==> src/rtl/entropy_buf_ctrl_if.sv <==
// Control, entropy-source handshake and seed-buffer signals of entropy_buf_ctrl.
// slave = the controller, master = the surrounding source/consumer logic.
interface entropy_buf_ctrl_if #(
   parameter int TO_W = 16
);
   logic            trng_drng_sel;
   logic            trng_drng_sel_chg;
   logic            drng_reseed_req;
   logic [31:0]     ent_data;
   logic            ent_vld;
   logic            ent_rdy;
   logic            health_fail;
   logic            post_read;
   logic [TO_W-1:0] timeout_cfg;
   logic            err_clr;
   logic            buf_write;
   logic [2:0]      buf_addr;
   logic [255:0]    buf_data;
   logic            buf_ready;
   logic            fill_err;

   modport slave (
      input  trng_drng_sel, trng_drng_sel_chg, drng_reseed_req, ent_data, ent_vld,
             health_fail, post_read, timeout_cfg, err_clr,
      output ent_rdy, buf_write, buf_addr, buf_data, buf_ready, fill_err
   );

   modport master (
      output trng_drng_sel, trng_drng_sel_chg, drng_reseed_req, ent_data, ent_vld,
             health_fail, post_read, timeout_cfg, err_clr,
      input  ent_rdy, buf_write, buf_addr, buf_data, buf_ready, fill_err
   );
endinterface

==> src/rtl/entropy_buf_ctrl.sv <==
// Seed buffer loader: 8 x 32b words, TRNG refills continuously, DRNG on reseed; all outputs registered.
// Backpressure via registered ent_rdy; optional ENT_BUF_ZERO_ON_READ_EN clears the seed on accepted post_read.
module entropy_buf_ctrl #(
   parameter int MAX_RETRY = 3,
   parameter int TO_W      = 16
) (
   input logic               clk,
   input logic               rst,
   entropy_buf_ctrl_if.slave bus
);

   typedef enum logic [1:0] {
      IDLE = 2'd0,
      FILL = 2'd1,
      FULL = 2'd2,
      ERR  = 2'd3
   } state_e;

   localparam logic [3:0] MAX_RETRY_C = 4'(MAX_RETRY);

   state_e          state_q, state_d;
   logic [2:0]      wcnt_q, wcnt_d;
   logic [3:0]      retry_q, retry_d;
   logic [TO_W-1:0] to_q, to_d;
   logic [2:0]      buf_addr_q, buf_addr_d;
   logic [255:0]    buf_data_q, buf_data_d;
   logic            buf_write_q, buf_write_d;
   logic            ent_rdy_q, buf_ready_q, fill_err_q;

   logic            beat;
   logic [TO_W-1:0] to_inc;
   logic [3:0]      retry_inc;
   logic            to_hit;

   assign beat      = bus.ent_vld & ent_rdy_q;
   assign to_inc    = to_q + TO_W'(1);
   assign retry_inc = retry_q + 4'd1;
   assign to_hit    = (bus.timeout_cfg != '0) && (to_inc == bus.timeout_cfg);

   always_comb begin
      state_d     = state_q;
      wcnt_d      = wcnt_q;
      retry_d     = retry_q;
      to_d        = to_q;
      buf_addr_d  = buf_addr_q;
      buf_data_d  = buf_data_q;
      buf_write_d = 1'b0;

      case (state_q)
         IDLE: begin
            to_d = '0;
            if (!bus.trng_drng_sel || bus.drng_reseed_req) begin
               state_d = FILL;
               wcnt_d  = '0;
            end
         end

         // Priority inside FILL: mode change, health failure, timeout, then the beat itself.
         FILL: begin
            if (bus.trng_drng_sel_chg) begin
               state_d = IDLE;
               wcnt_d  = '0;
               to_d    = '0;
            end else if (bus.health_fail) begin
               wcnt_d  = '0;
               retry_d = retry_inc;
               to_d    = beat ? '0 : to_inc;
               if (retry_inc == MAX_RETRY_C) begin
                  state_d = ERR;
               end
            end else if (!beat) begin
               to_d = to_inc;
               if (to_hit) begin
                  state_d = ERR;
               end
            end else begin
               buf_data_d[{wcnt_q, 5'd0} +: 32] = bus.ent_data;
               buf_write_d = 1'b1;
               buf_addr_d  = wcnt_q;
               to_d        = '0;
               wcnt_d      = wcnt_q + 3'd1;
               if (wcnt_q == 3'd7) begin
                  state_d = FULL;
                  retry_d = '0;
               end
            end
         end

         FULL: begin
            to_d = '0;
            if (bus.trng_drng_sel_chg) begin
               state_d = IDLE;
               wcnt_d  = '0;
            end else if (bus.post_read) begin
               state_d = bus.trng_drng_sel ? IDLE : FILL;
               wcnt_d  = '0;
`ifdef ENT_BUF_ZERO_ON_READ_EN
               buf_data_d = '0;
`endif
            end
         end

         ERR: begin
            if (bus.err_clr) begin
               state_d = IDLE;
               retry_d = '0;
               to_d    = '0;
               wcnt_d  = '0;
            end
         end

         default: state_d = IDLE;
      endcase
   end

   // Flag outputs follow the next state so they change on the same edge as the state.
   always_ff @(posedge clk) begin
      if (rst) begin
         state_q     <= IDLE;
         wcnt_q      <= '0;
         retry_q     <= '0;
         to_q        <= '0;
         buf_addr_q  <= '0;
         buf_data_q  <= '0;
         buf_write_q <= 1'b0;
         ent_rdy_q   <= 1'b0;
         buf_ready_q <= 1'b0;
         fill_err_q  <= 1'b0;
      end else begin
         state_q     <= state_d;
         wcnt_q      <= wcnt_d;
         retry_q     <= retry_d;
         to_q        <= to_d;
         buf_addr_q  <= buf_addr_d;
         buf_data_q  <= buf_data_d;
         buf_write_q <= buf_write_d;
         ent_rdy_q   <= (state_d == FILL);
         buf_ready_q <= (state_d == FULL);
         fill_err_q  <= (state_d == ERR);
      end
   end

   assign bus.ent_rdy   = ent_rdy_q;
   assign bus.buf_write = buf_write_q;
   assign bus.buf_addr  = buf_addr_q;
   assign bus.buf_data  = buf_data_q;
   assign bus.buf_ready = buf_ready_q;
   assign bus.fill_err  = fill_err_q;

endmodule

==> src/flat_wrapper.sv <==
// flat-port wrapper written by rule: the top's interface ports become plain ports
module entropy_buf_ctrl_flat 
#(
   parameter int MAX_RETRY = 3,
   parameter int TO_W      = 16
)
  (clk, rst, bus_trng_drng_sel, bus_trng_drng_sel_chg, bus_drng_reseed_req, bus_ent_data, bus_ent_vld, bus_health_fail, bus_post_read, bus_timeout_cfg, bus_err_clr, bus_ent_rdy, bus_buf_write, bus_buf_addr, bus_buf_data, bus_buf_ready, bus_fill_err);
  entropy_buf_ctrl_if #(.TO_W(TO_W)) bus_i ();
  input logic clk;
  input logic rst;
  input wire logic [$bits(bus_i.trng_drng_sel)-1:0] bus_trng_drng_sel;
  input wire logic [$bits(bus_i.trng_drng_sel_chg)-1:0] bus_trng_drng_sel_chg;
  input wire logic [$bits(bus_i.drng_reseed_req)-1:0] bus_drng_reseed_req;
  input wire logic [$bits(bus_i.ent_data)-1:0] bus_ent_data;
  input wire logic [$bits(bus_i.ent_vld)-1:0] bus_ent_vld;
  input wire logic [$bits(bus_i.health_fail)-1:0] bus_health_fail;
  input wire logic [$bits(bus_i.post_read)-1:0] bus_post_read;
  input wire logic [$bits(bus_i.timeout_cfg)-1:0] bus_timeout_cfg;
  input wire logic [$bits(bus_i.err_clr)-1:0] bus_err_clr;
  output wire logic [$bits(bus_i.ent_rdy)-1:0] bus_ent_rdy;
  output wire logic [$bits(bus_i.buf_write)-1:0] bus_buf_write;
  output wire logic [$bits(bus_i.buf_addr)-1:0] bus_buf_addr;
  output wire logic [$bits(bus_i.buf_data)-1:0] bus_buf_data;
  output wire logic [$bits(bus_i.buf_ready)-1:0] bus_buf_ready;
  output wire logic [$bits(bus_i.fill_err)-1:0] bus_fill_err;
  assign bus_i.trng_drng_sel = bus_trng_drng_sel;
  assign bus_i.trng_drng_sel_chg = bus_trng_drng_sel_chg;
  assign bus_i.drng_reseed_req = bus_drng_reseed_req;
  assign bus_i.ent_data = bus_ent_data;
  assign bus_i.ent_vld = bus_ent_vld;
  assign bus_i.health_fail = bus_health_fail;
  assign bus_i.post_read = bus_post_read;
  assign bus_i.timeout_cfg = bus_timeout_cfg;
  assign bus_i.err_clr = bus_err_clr;
  assign bus_ent_rdy = bus_i.ent_rdy;
  assign bus_buf_write = bus_i.buf_write;
  assign bus_buf_addr = bus_i.buf_addr;
  assign bus_buf_data = bus_i.buf_data;
  assign bus_buf_ready = bus_i.buf_ready;
  assign bus_fill_err = bus_i.fill_err;
  entropy_buf_ctrl #(.MAX_RETRY(MAX_RETRY), .TO_W(TO_W)) u_core (.clk(clk), .rst(rst), .bus(bus_i));
endmodule
==> config.mk <==
export PLATFORM = sky130hd
export DESIGN_NAME = entropy_buf_ctrl_flat
export DESIGN_NICKNAME = d
export VERILOG_FILES = /design/src/rtl/entropy_buf_ctrl_if.sv /design/src/rtl/entropy_buf_ctrl.sv /design/src/flat_wrapper.sv
export SDC_FILE = /design/constraint.sdc
export NUM_CORES = 1
export LEC_CHECK = 0
export ABC_AREA = 1
export BUFFER_PORTS_ARGS = -buffer_cell sky130_fd_sc_hd__clkbuf_2
export CAP_MARGIN = 20
export CORE_ASPECT_RATIO = 0.7
export CORE_MARGIN = 3
export CORE_UTILIZATION = 47
export CTS_CLUSTER_DIAMETER = 120
export DETAILED_ROUTE_END_ITERATION = 7
export GPL_ROUTABILITY_DRIVEN = 0
export PLACE_DENSITY = 0.8
export SYNTH_ARGS = -nofsm -noshare
export SYNTH_HDL_FRONTEND = slang
export SYNTH_SLANG_ARGS = --single-unit
==> constraint.sdc <==
create_clock -name clk -period 3.1 [get_ports clk]
set_clock_uncertainty 0.2 [all_clocks]
set_input_delay 0.155 -clock clk [delete_from_list [all_inputs] [get_ports clk]]
set_output_delay 0.155 -clock clk [all_outputs]
set_load 0.05 [all_outputs]
==> results.json <==
{
  "synth-seq-cells": 288,
  "leakagePower_uw": 0.00660,
  "reg2regPathDepth": 10,
  "yosysWarnings": 0,
  "drv_slew": 0,
  "hpwl_mm": 28.5,
  "hold_depth": 4,
  "crit_family": "buffers and inverters",
  "clock.fmax_mhz": 350,
  "grt_max_degree": 104,
  "worstPathRequired_ps": 3360,
  "maxCapViolations": 0,
  "rrSetupSlack_ps": 250,
  "drc": 0,
  "hold_buffers": 39,
  "ios": 320,
  "layout-drive-gt1-share": 0.228,
  "synth_area_um2": 11600,
  "cp_max_fo": 59,
  "grt_pass1_vias": 11100,
  "period_needed_ps": 2850,
  "finalWorstSetupSlack_ps": 246,
  "fp.dieArea_um2": 26700,
  "top_layer": "met4",
  "r2r-start": "u_core.wcnt_q[1]$_SDFFE_PP0P_",
  "portBuffers": 319,
  "tns_ps": 0,
  "n_antenna_cell": 0,
  "end_kind": "flip-flop",
  "placed_area_um2": 13500,
  "drt-initial-drc-count": 1340,
  "setup_viol": 0,
  "crit_chain": "inv_1 -> ha_1 -> ha_1 -> inv_1 -> nor2_1 -> nand4_1 -> inv_1 -> buf_4 -> o21ai_0 -> a21oi_1",
  "grt_usage": 0.302,
  "cts_tree": "done",
  "wl_met2_mm": 18.0,
  "overflow": 0,
  "syn_avg_cell_area_um2": 7.66,
  "status": "finished, final reports clean",
  "worst_pin_slew_ps": 1060,
  "cts_max_level": 1,
  "worst_hold_path_type": "in -> reg",
  "vdd.ir_drop.worst_uv": 443,
  "postCtsSetupBuffers": 0,
  "cts.sinks": 288,
  "grt_pass1_wl_mm": 63.9,
  "synth_cell_types": 34,
  "rows": 47,
  "syn_inst": 1521,
  "wl_mm": 42.3,
  "layout_commonest_cell": "clkbuf_2",
  "max_stage_delay_ps": 460,
  "clk_latency_ps": 530,
  "cp_common_cell": "inv_1",
  "drtPass1Iterations": 6,
  "criticalPathCategory": "reg -> reg",
  "final_cell_mix": "clkbuf_2, dfxtp_1, nor2_1, o21ai_0, a21oi_1",
  "fin_crit_sh": 0.921,
  "path_buf_inv": 4,
  "yosysSeqAreaShare": 0.495,
  "fp.dieH_um": 138,
  "crit_path_start_kind": "flip-flop",
  "nets": 1901,
  "min_from": "rst",
  "rsz0062_at_grt": "false",
  "wl_met1_mm": 17.3,
  "holdPathEnd": "u_core.bus.buf_data[195]$_SDFFE_PP0P_",
  "synthesis.nets": 1588,
  "coreArea_um2": 24000,
  "antenna_found_initial": 0,
  "wl_per_cell_um": 19.5,
  "r2r_end": "u_core.bus.buf_data[130]$_SDFFE_PP0P_",
  "critical_path_depth": 10,
  "cpMaxStageDelayCell": "dfxtp_1",
  "ant_nets": 0,
  "clk_path_buf_depth": 3,
  "hold_viol_final": 0,
  "wl_met3_mm": 5.19,
  "postLayoutCellArea_um2": 14700,
  "ctsResizeCount": 0,
  "numCtsBuffers": 27,
  "arrival_ps": 3110,
  "fp.dieW_um": 194,
  "cts_root_buf": "clkbuf_16",
  "clkTransAtPathRegs_ps": 60,
  "area_delta_synth_final_pct": 26.4,
  "dp_slack_ps": 328,
  "power.density_nw_per_um2": 503,
  "max-slew-margin-rel": 0.295,
  "via_count": 12000,
  "vias_per_cell": 5.54,
  "p_total_uw": 7400,
  "start_util": 0.485
}
cell families (layout without fill, tap and decap cells):
group,Yosys count,in the layout,synth area share
xor+xnor,5,5,0.00505
fa+ha+maj,10,10,0.0107
buf+inv,252,580,0.0854
flops,288,288,0.495
simple gates,519,519,0.193
compound gates,447,447,0.211
Yosys cell counts:
master / instances / area (um2)
nand3b_1: 8 / 60.1
nand3_1: 43 / 215
xor2_1: 1 / 8.76
nor3_4: 2 / 32.5
buf_6: 1 / 11.3
o21ai_1: 33 / 165
nor4_4: 4 / 85.1
nor2_1: 269 / 1010
nor3_1: 54 / 270
or2_2: 1 / 6.26
buf_1: 3 / 11.3
nand2_1: 124 / 465
a21oi_1: 177 / 886
a211oi_2: 22 / 275
dfxtp_1: 288 / 5770
clkinv_1: 3 / 11.3
buf_2: 27 / 135
a22oi_1: 1 / 7.51
o21ai_0: 195 / 976
nor2_2: 2 / 12.5
nor2_4: 1 / 11.3
inv_1: 147 / 552
ha_1: 10 / 125
nor4_2: 2 / 25.0
a211oi_1: 15 / 113
inv_2: 4 / 15.0
buf_4: 2 / 15.0
a31oi_1: 2 / 12.5
clkbuf_1: 65 / 244
nand4_1: 9 / 56.3
a2bb2oi_1: 1 / 8.76
xor3_1: 1 / 23.8
o311ai_0: 1 / 8.76
xnor2_1: 3 / 26.3
layer usage:
metal	up-vias	global-route usage
met2	768	0.461
met3	122	0.0944
met1	5468	0.401
met4	0	0.120
li1	5652	-
met5	-	0
state kept, by name, summed over array words and instances, names as in the netlist:
name / count
u_core.bus.buf_ready: 1
u_core.bus.buf_data: 256
u_core.bus.fill_err: 1
u_core.bus.buf_addr: 3
u_core.state_q: 2
u_core.bus.buf_write: 1
u_core.wcnt_q: 3
u_core.retry_q: 4
u_core.to_q: 16
u_core.bus.ent_rdy: 1
worst min-delay path: stages:
cell	delay, ps
clkbuf_2	130
inv_6	210
o21ai_0	160
a21oi_1	50
metrics by stage:
stage / instances / utilization / hold slack, ps
6_report: 2167 / 0.614 / 45.1
3_5_place_dp: 2084 / 0.561 / 271
2_1_floorplan: 1521 / - / 104
5_1_grt: 2167 / 0.614 / 74.1
3_3_place_gp: 2084 / 0.561 / 263
4_1_cts: 2167 / 0.614 / 25.9
final cells by class:
type | count | area (um2)
clock buffer | 39 | 791
clock inverter | 5 | 75.1
sequential | 288 | 5770
timing repair buffer | 382 | 2200
multi-input combinational | 981 | 4910
fill | 2049 | 9270
tap | 318 | 398
inverter | 154 | 583
worst max path at each step:
stage                                                        to  slack [ps]                           from
after global placement           u_core.bus.fill_err$_SDFF_PP0_         500    u_core.to_q[0]$_SDFFE_PP0N_
after CTS                 u_core.bus.buf_data[139]$_SDFFE_PP0P_         320  u_core.wcnt_q[1]$_SDFFE_PP0P_
after detailed placement  u_core.bus.buf_data[139]$_SDFFE_PP0P_         330  u_core.wcnt_q[1]$_SDFFE_PP0P_
final                     u_core.bus.buf_data[130]$_SDFFE_PP0P_         250  u_core.wcnt_q[1]$_SDFFE_PP0P_
after floorplan            u_core.bus.buf_data[10]$_SDFFE_PP0P_         140  u_core.wcnt_q[0]$_SDFFE_PP0P_
after global routing            u_core.bus.buf_ready$_SDFF_PP0_          30    u_core.to_q[0]$_SDFFE_PP0N_
power by group:
group | total [uW] | internal, uW | switching, uW | leakage [uW]
clock | 3310 | 1920 | 1390 | 0.000429
sequential | 3720 | 3710 | 9.09 | 0.00232
combinational | 374 | 110 | 264 | 0.00385
(Power assumes the default switching activity.)
